### config.mk
export PLATFORM = sky130hd
export DESIGN_NAME = nibble_sequencer
export DESIGN_NICKNAME = d
export VERILOG_FILES = /design/src/rtl/nibble_sequencer.sv
export SDC_FILE = /design/constraint.sdc
export NUM_CORES = 1
export LEC_CHECK = 0
export BUFFER_PORTS_ARGS = -buffer_cell sky130_fd_sc_hd__buf_4
export CORE_UTILIZATION = 25
export DETAILED_ROUTE_END_ITERATION = 10
export PLACE_DENSITY = 0.45
export SETUP_SLACK_MARGIN = 0.3
export SLEW_MARGIN = 20
export SYNTH_ARGS = -nofsm -noshare
export SYNTH_HDL_FRONTEND = slang
export SYNTH_SLANG_ARGS = --single-unit
### constraint.sdc
create_clock -name clk -period 2.9 [get_ports clk]
set_input_delay 0.29 -clock clk [delete_from_list [all_inputs] [get_ports clk]]
set_output_delay 0.29 -clock clk [all_outputs]
set_load 0.05 [all_outputs]
### src/rtl/nibble_sequencer.sv
// Turns switches and push-buttons into a registered 4-bit value: synchronized and
// debounced inputs, manual load/step or timed auto-increment, with update/wrap strobes.
module nibble_sequencer #(
    parameter int unsigned DEBOUNCE_CYCLES = 16,
    parameter int unsigned TICK_DIV        = 10
) (
    input  logic       clk,
    input  logic       rst_n,
    input  logic [3:0] sw,
    input  logic       btn_load,
    input  logic       btn_step,
    input  logic       mode_auto,
    output logic [3:0] a,
    output logic       a_valid,
    output logic       wrap
);

    localparam int unsigned CntW  = $clog2(DEBOUNCE_CYCLES + 1);
    localparam int unsigned TickW = $clog2(TICK_DIV);
    localparam logic [CntW-1:0]  CntLast  = CntW'(DEBOUNCE_CYCLES - 1);
    localparam logic [TickW-1:0] TickLast = TickW'(TICK_DIV - 1);

    typedef enum logic {StManual, StAuto} state_e;

    // Index 0 is the load button, index 1 the step button.
    logic [3:0]           sw_s1, sw_s2;
    logic [1:0]           btn_s1, btn_s2;
    logic                 mode_s1, mode_s2;
    logic [1:0]           db_q, db_d, db_prev_q, ev_q;
    logic [1:0][CntW-1:0] cnt_q, cnt_d;

    state_e           state_q, state_d;
    logic [TickW-1:0] tick_q, tick_d;
    logic [3:0]       a_q, a_d;
    logic             a_valid_q, a_valid_d;
    logic             wrap_q, wrap_d;
    logic             ev_load, ev_step;

    always_ff @(posedge clk or negedge rst_n) begin
        if (!rst_n) begin
            sw_s1   <= '0;
            sw_s2   <= '0;
            btn_s1  <= '0;
            btn_s2  <= '0;
            mode_s1 <= 1'b0;
            mode_s2 <= 1'b0;
        end else begin
            sw_s1   <= sw;
            sw_s2   <= sw_s1;
            btn_s1  <= {btn_step, btn_load};
            btn_s2  <= btn_s1;
            mode_s1 <= mode_auto;
            mode_s2 <= mode_s1;
        end
    end

    // The level only flips after DEBOUNCE_CYCLES consecutive disagreeing samples.
    always_comb begin
        db_d  = db_q;
        cnt_d = '0;
        for (int i = 0; i < 2; i++) begin
            if (btn_s2[i] != db_q[i]) begin
                if (cnt_q[i] == CntLast) begin
                    db_d[i] = ~db_q[i];
                end else begin
                    cnt_d[i] = cnt_q[i] + CntW'(1);
                end
            end
        end
    end

    always_ff @(posedge clk or negedge rst_n) begin
        if (!rst_n) begin
            db_q      <= '0;
            cnt_q     <= '0;
            db_prev_q <= '0;
            ev_q      <= '0;
        end else begin
            db_q      <= db_d;
            cnt_q     <= cnt_d;
            db_prev_q <= db_q;
            ev_q      <= db_q & ~db_prev_q;
        end
    end

    assign ev_load = ev_q[0];
    assign ev_step = ev_q[1];

    always_comb begin
        state_d   = state_q;
        tick_d    = tick_q;
        a_d       = a_q;
        a_valid_d = 1'b0;
        wrap_d    = 1'b0;
        case (state_q)
            StManual: begin
                if (ev_load) begin
                    a_d       = sw_s2;
                    a_valid_d = 1'b1;
                end else if (ev_step) begin
                    a_d       = a_q + 4'd1;
                    a_valid_d = 1'b1;
                    wrap_d    = (a_q == 4'hF);
                end
                if (mode_s2) begin
                    state_d = StAuto;
                    tick_d  = '0;
                end
            end
            StAuto: begin
                if (ev_load) begin
                    a_d       = sw_s2;
                    a_valid_d = 1'b1;
                    tick_d    = '0;
                end else if (mode_s2) begin
                    if (tick_q == TickLast) begin
                        tick_d    = '0;
                        a_d       = a_q + 4'd1;
                        a_valid_d = 1'b1;
                        wrap_d    = (a_q == 4'hF);
                    end else begin
                        tick_d = tick_q + TickW'(1);
                    end
                end
                // Leaving AUTO: no tick is taken on the way out.
                if (!mode_s2) begin
                    state_d = StManual;
                    tick_d  = '0;
                end
            end
            default: begin
                state_d = StManual;
                tick_d  = '0;
            end
        endcase
    end

    always_ff @(posedge clk or negedge rst_n) begin
        if (!rst_n) begin
            state_q   <= StManual;
            tick_q    <= '0;
            a_q       <= '0;
            a_valid_q <= 1'b0;
            wrap_q    <= 1'b0;
        end else begin
            state_q   <= state_d;
            tick_q    <= tick_d;
            a_q       <= a_d;
            a_valid_q <= a_valid_d;
            wrap_q    <= wrap_d;
        end
    end

    assign a       = a_q;
    assign a_valid = a_valid_q;
    assign wrap    = wrap_q;

endmodule

==> results of run 1 <==
power groups by stage:
| stage | Clock (W) | Combinational (W) | Sequential, W |
|---|---|---|---|
| 3_3_place_gp | 0 | 0.000145 | 0.000649 |
| 5_1_grt | 0.000590 | 0.000164 | 0.000645 |
| 4_1_cts | 0.000552 | 0.000151 | 0.000640 |
| 6_report | 0.000535 | 0.000148 | 0.000640 |
| 3_5_place_dp | 0 | 0.000149 | 0.000651 |
| 2_1_floorplan | 0 | 0.0000559 | 0.000684 |
sequential cells by signal (all words and copies together) (netlist names):
register	count
ev_q	2
db_q	2
btn_s1	2
state_q	1
a	4
a_valid	1
btn_s2	2
mode_s1	1
db_prev_q	2
tick_q	4
sw_s2	4
sw_s1	4
mode_s2	1
wrap	1
cnt_q	10
kinds of logic after synthesis:
logic type / count (synthesis) / share of synthesized area (%)
AO/OA/AOI/OAI: 19 / 9.18
XOR/XNOR: 7 / 3.78
adder cells (fa/ha/maj): 5 / 3.86
buffers and inverters: 7 / 2.16
flip-flops: 41 / 63.3
multiplexers: 3 / 2.01
AND/OR/NAND/NOR: 45 / 15.7
per-stage QoR:
| stage | power [W] | hold slack [ns] | util, % | instances | cell area [um2] |
|---|---|---|---|---|---|
| floorplan | 0.000740 | -0.00559 | - | 127 | 1620 |
| global placement | 0.000794 | 0.303 | 29.6 | 214 | 1800 |
| detailed placement | 0.000800 | 0.304 | 29.6 | 214 | 1800 |
| CTS | 0.00134 | 0.0915 | 32.0 | 223 | 1950 |
| global route | 0.00140 | 0.0744 | 32.0 | 223 | 1950 |
| finish | 0.00132 | 0.101 | 32.0 | 223 | 1950 |
path summary, 6_finish.rpt:
kind / start / to / cells after the start / slack, ns
max: tick_q[1] / a[2] / 5 / 1.42
min: sw[3] / sw_s1[3] / 1 / 0.10
max reg2reg: tick_q[1] / a[2] / 5 / 1.42
min reg2reg: mode_s1 / mode_s2 / 0 / 0.35
max in group asynchronous: rst_n / cnt_q[7] / 2 / 2.01
min in group asynchronous: rst_n / a[0] / 2 / 0.52
cells in the mapped netlist:
master and n:
a211oi_1 1, and3_1 2, mux2_2 2, buf_6 1
inv_1 5, nor3b_1 1, dfrtp_1 41, nand3_1 6
nor2_1 12, o32ai_1 1, a2111oi_2 1, o2111ai_1 1
xor2_1 7, nor4_1 1, buf_2 1, nand4b_4 1
ha_1 5, a21oi_1 1, o21ai_0 7, a2111oi_0 2
a2111oi_1 1, nand3b_1 1, nand2_1 6, and2_1 4
a31o_2 1, and4b_4 1, mux2i_1 1, a2bb2oi_1 1
or4_1 1, nor2b_1 5, a211o_1 1, o2111ai_2 1
nor3_1 3, or2b_1 1
cell type report:
class                   count  area share [%]
repair buffers             15            5.91
flip-flops and latches     41            52.7
clock inverters             3            3.34
clock buffers               5            3.53
inverters                   5           0.963
well taps                  75            4.82
multi-input cells          79            28.8
per-layer routing:
metal  vias to the layer above  track usage, %  wire length (um)
met5                         -               0                 0
met4                         0            4.66                48
met3                         5            3.63               128
met2                        20            14.0              1170
met1                       465            12.1              1260
li1                        481               -                 -
worst max-delay path, delay by kind of cell, from the launching register on:
kind,cells,cell delay (ns)
AO/OA/AOI/OAI,1,0.42
flip-flops,1,0.41
AND/OR/NAND/NOR,2,0.24
adder cells (fa/ha/maj),1,0.22
buffers and inverters,1,0.06
==> impl_metrics.toml, run 1 <==
[drt]
wirelength_mm = 2.60
first_pass_iters = 4
post_drt_wl_per_cell_um = 11.7
detail-route-antenna-nets = 0
drc = 0
vias = 971
drtIter0Drc = 31
viasPerCell = 4.35

[clock_network]
cts_tree = "built"
clk_latency_ns = 0.29
cts_hold_buf = 1
clock_sinks = 41
cts_resized = 0
post-cts-setup-buffers = 0
clock_path_buffers = 2
clk_pin_slew_ns = 0.08
cts_root_buf = "clkbuf_8"
cts_inserted_buffers = 5
h-tree-depth = 2

[sta]
finalCritPeriodShare_pct = 51.2
hold_viol_final = 0
setup_ws_ns = 1.42
rsz0062_at_grt = "no"
skew_ns = 0.00558
worst_slew_pin_slew_ns = 0.516
fin_tns_setup_ns = 0
slew_headroom_pct = 65.6
fmax_mhz = 673
maxSlewViolCount = 0
min_period_ns = 1.48
setup_viol = 0

[die]
die_x_um = 82.5
die_h_um = 82.5
rows = 28
dieArea_um2 = 6810
initial_core_util_pct = 26.6
core_area_um2 = 6100
io_pins = 15

[final_layout]
seqCellArea_um2 = 1030
multiInputGateArea_um2 = 561
layout_common_cells = "41 x dfrtp_1, 14 x buf_4, 12 x nor2_1, 7 x xor2_1, 7 x o21ai_0"
layout-drive-gt1-share_pct = 19.6
num_antenna_cells = 0
nFillCells = 627
final_common_cell = "dfrtp_1"
finalNetCount = 161
syn_to_final_growth_pct = 20.1

[synth]
synth_top_area_share_pct = 63.3
yosys_warnings = 0
yosysUniqueCellTypes = 34
synth_area_leaders = "dfrtp_1 63%, ha_1 3.9%, xor2_1 3.8%, nor2_1 2.8%, o21ai_0 2.2%"
avgSynthCellArea_um2 = 12.8
syn-cell-area_um2 = 1620
seq_area_frac_synth_pct = 63.3
synthesis.nets = 141
yosysTopAreaCell = "dfrtp_1"
synth_seq_cells = 41
syn_inst = 127

[power]
intPower_w = 0.00100
clockPowerShare_pct = 40.4
switching_share_pct = 24.3
pwr-share-comb_pct = 11.2
p_per_area_nw_per_um2 = 679
pwr-share-seq_pct = 48.3
irDropWorstVdd_mv = 0.262
p_leak_nw = 0.918
netSwitchingPower_w = 0.000322

[hold_path]
worstHoldPathType = "in2reg"

[critical_path]
crit_chain = "inv_1 -> ha_1 -> nand4b_4 -> a2111oi_0 -> nor3b_1"
end_kind = "register"
path_max_fanout = 4
cp-start-kind = "register"
crit_slowest_cell = "a2111oi_0"
arrival_ns = 1.64
cp.required_ns = 3.06
path_class = "reg2reg"
max_stage_delay_ns = 0.42

[flow_run]
max_cap_viol_count = 0

[grt]
grt_first_pass_wirelength_mm = 4.65
grt_max_degree = 42
track_usage_pct = 9.49
first_global_vias = 1026
antenna_found_initial = 0
gr-total-overflow = 0

[placement]
place_congestion = 0.792
port_buffers = 14
place_ws_ns = 1.42
post-dp-hpwl_mm = 1.77

[outcome]
status = "complete, no violations"
(Power assumes the default switching activity.)
==> run 2, diff against run 1 <==
PLACE_DENSITY = 0.47   (was 0.45)
clock period = 1.3 ns   (was 2.9 ns; I/O delays follow)
==> run 2 against run 1 <==
Core utilization increased by 9.1 points. Count of clock-buffer cells in the layout is 1 higher. Worst setup slack got worse by 1.5 ns. Sequential share of layout area fell by 11 points. Sequential power rose by 130%. The run now ends with setup timing left. Largest power group unchanged. Final area grew 28%. Critical endpoint is now a[3]. Non-clock buffer count rose by 29.
==> impl_metrics.toml, run 2 (synthesis results as in run 1) <==
[grt]
grt_util_met2_pct = 18.1
grt_use_met3_pct = 3.30
antenna_found_initial = 0
use_met1_pct = 11.9
grt_first_pass_wirelength_mm = 5.27
grt_max_degree = 42
first_global_vias = 1217
gr-total-overflow = 0
track_usage_pct = 10.4
grt_busiest_layer = "met2"

[final_layout]
largest_register_ffs = 10
final_common_cell = "dfrtp_1"
syn_to_final_growth_pct = 54.2
layout-drive-gt1-share_pct = 49.2
num_antenna_cells = 0
layout_common_cells = "36 x dfrtp_1, 25 x buf_4, 9 x buf_6, 8 x dlygate4sd3_1"
fin_cells = 252
top_register = "cnt_q"
final_area_um2 = 2500
finalNetCount = 190

[critical_path]
cp-start-kind = "register"
end_kind = "register"
path_class = "reg2reg"
crit_slowest_cell = "dfrtp_1"
max_stage_delay_ns = 0.40
cp.required_ns = 1.46
arrival_ns = 1.50
cp-startpoint = "tick_q[1]"
reg2reg_from = "tick_q[1]"
path_max_fanout = 4
crit_chain = "inv_2 -> ha_4 -> nand4b_4 -> a2111oi_4 -> a211oi_2"

[die]
core_area_um2 = 6100
io_pins = 15
die_x_um = 82.5
rows = 28
initial_core_util_pct = 26.6
die_h_um = 82.5
dieArea_um2 = 6810

[drt]
post_drt_wl_per_cell_um = 12.8
detail-route-antenna-nets = 0
wirelength_mm = 3.22
drtIter0Drc = 47
viasPerCell = 4.50
first_pass_iters = 4
drc = 0
vias = 1135

[power]
p_leak_nw = 1.08
p_per_area_nw_per_um2 = 1200
total_power_w = 0.00301
irDropWorstVdd_mv = 0.627

[clock_network]
clk_latency_ns = 0.29
cts_root_buf = "clkbuf_8"
cts_tree = "built"
clock_path_buffers = 2
h-tree-depth = 2
clock_sinks = 41
cts_inserted_buffers = 5
clk_pin_slew_ns = 0.08

[sta]
slew_headroom_pct = 66.3
worst_slew_pin_slew_ns = 0.506
skew_ns = 0.0101
rsz0062_at_grt = "yes"
setup_ws_ns = -0.0424
min_period_ns = 1.34
finalCritPeriodShare_pct = 103
hold_viol_final = 0
maxSlewViolCount = 0
fmax_mhz = 745
setup_viol = 4

[placement]
post-place-cells = 223
placed_area_um2 = 1950
post-dp-hpwl_mm = 1.97
port_buffers = 14
place_congestion = 0.796

[outcome]
status = "finished, violations left"
violations = "setup timing"

[hold_path]
worstHoldPathType = "in2async"

[flow_run]
max_cap_viol_count = 0
## run 2: worst paths after layout
kind | to | slack (ns) | cells after the start
max | a[3] | -0.04 | 5
min | sw_s1[0] | 0.35 | 2
max reg2reg | a[3] | -0.04 | 5
min reg2reg | btn_s2[1] | 0.35 | 0
max in group asynchronous | a[0] | 0.56 | 2
min in group clk | btn_s2[1] | 0.35 | 0
## run 2: cell type report
class	count	area, um2
Sequential cell	41	1030
Clock buffer	6	72.6
Inverter	5	18.8
Fill cell	579	3600
Clock inverter	2	38.8
Tap cell	75	93.8
Timing Repair Buffer	44	399
Multi-Input combinational cell	79	845
## run 2: stage by stage
| step | hold WS (ns) | setup TNS (ns) | worst slack (ns) | util, % |
|---|---|---|---|---|
| after global routing | 0.371 | -0.462 | -0.102 | 41.0 |
| after global placement | 0.132 | -0.0622 | -0.0248 | 32.0 |
| final | 0.355 | -0.133 | -0.0424 | 41.0 |
| after CTS | 0.356 | -0.153 | -0.0493 | 38.3 |
| after floorplan | -0.166 | -0.000941 | -0.000941 | - |
| after detailed placement | 0.143 | -0.176 | -0.0501 | 32.0 |
## run 2: timing repair
| item | in CTS | in global routing |
|---|---|---|
| gates resized for setup | 29 | 21 |
| pin swaps | 16 | 11 |
| endpoints found under the hold margin | 48 | 0 |
| setup endpoints to repair | 23 | 25 |
| buffers inserted | 7 | 6 |
| hold buffers | 8 | 0 |
## run 2: metal layers
metal  share of wire, %  up-vias  wire length (um)
li1                   -      540                 -
met2                 52       16              1670
met1                 45      574              1440
met4                1.2        0                40
met5                  0        -                 0
met3                2.4        5                77
## run 2: power breakdown
group | internal, W | total, W | switching, W
sequential | 0.00135 | 0.00145 | 0.0000970
combinational | 0.000273 | 0.000547 | 0.000274
clock | 0.000577 | 0.00101 | 0.000437
total | 0.00220 | 0.00301 | 0.000808
## run 2: critical path: cells and delay by family (launching register included)
| family | cells | cell delay [ns] |
|---|---|---|
| flip-flops | 1 | 0.40 |
| buffers and inverters | 1 | 0.07 |
| adder cells (fa/ha/maj) | 1 | 0.14 |
| AO/OA/AOI/OAI | 2 | 0.42 |
| AND/OR/NAND/NOR | 1 | 0.20 |
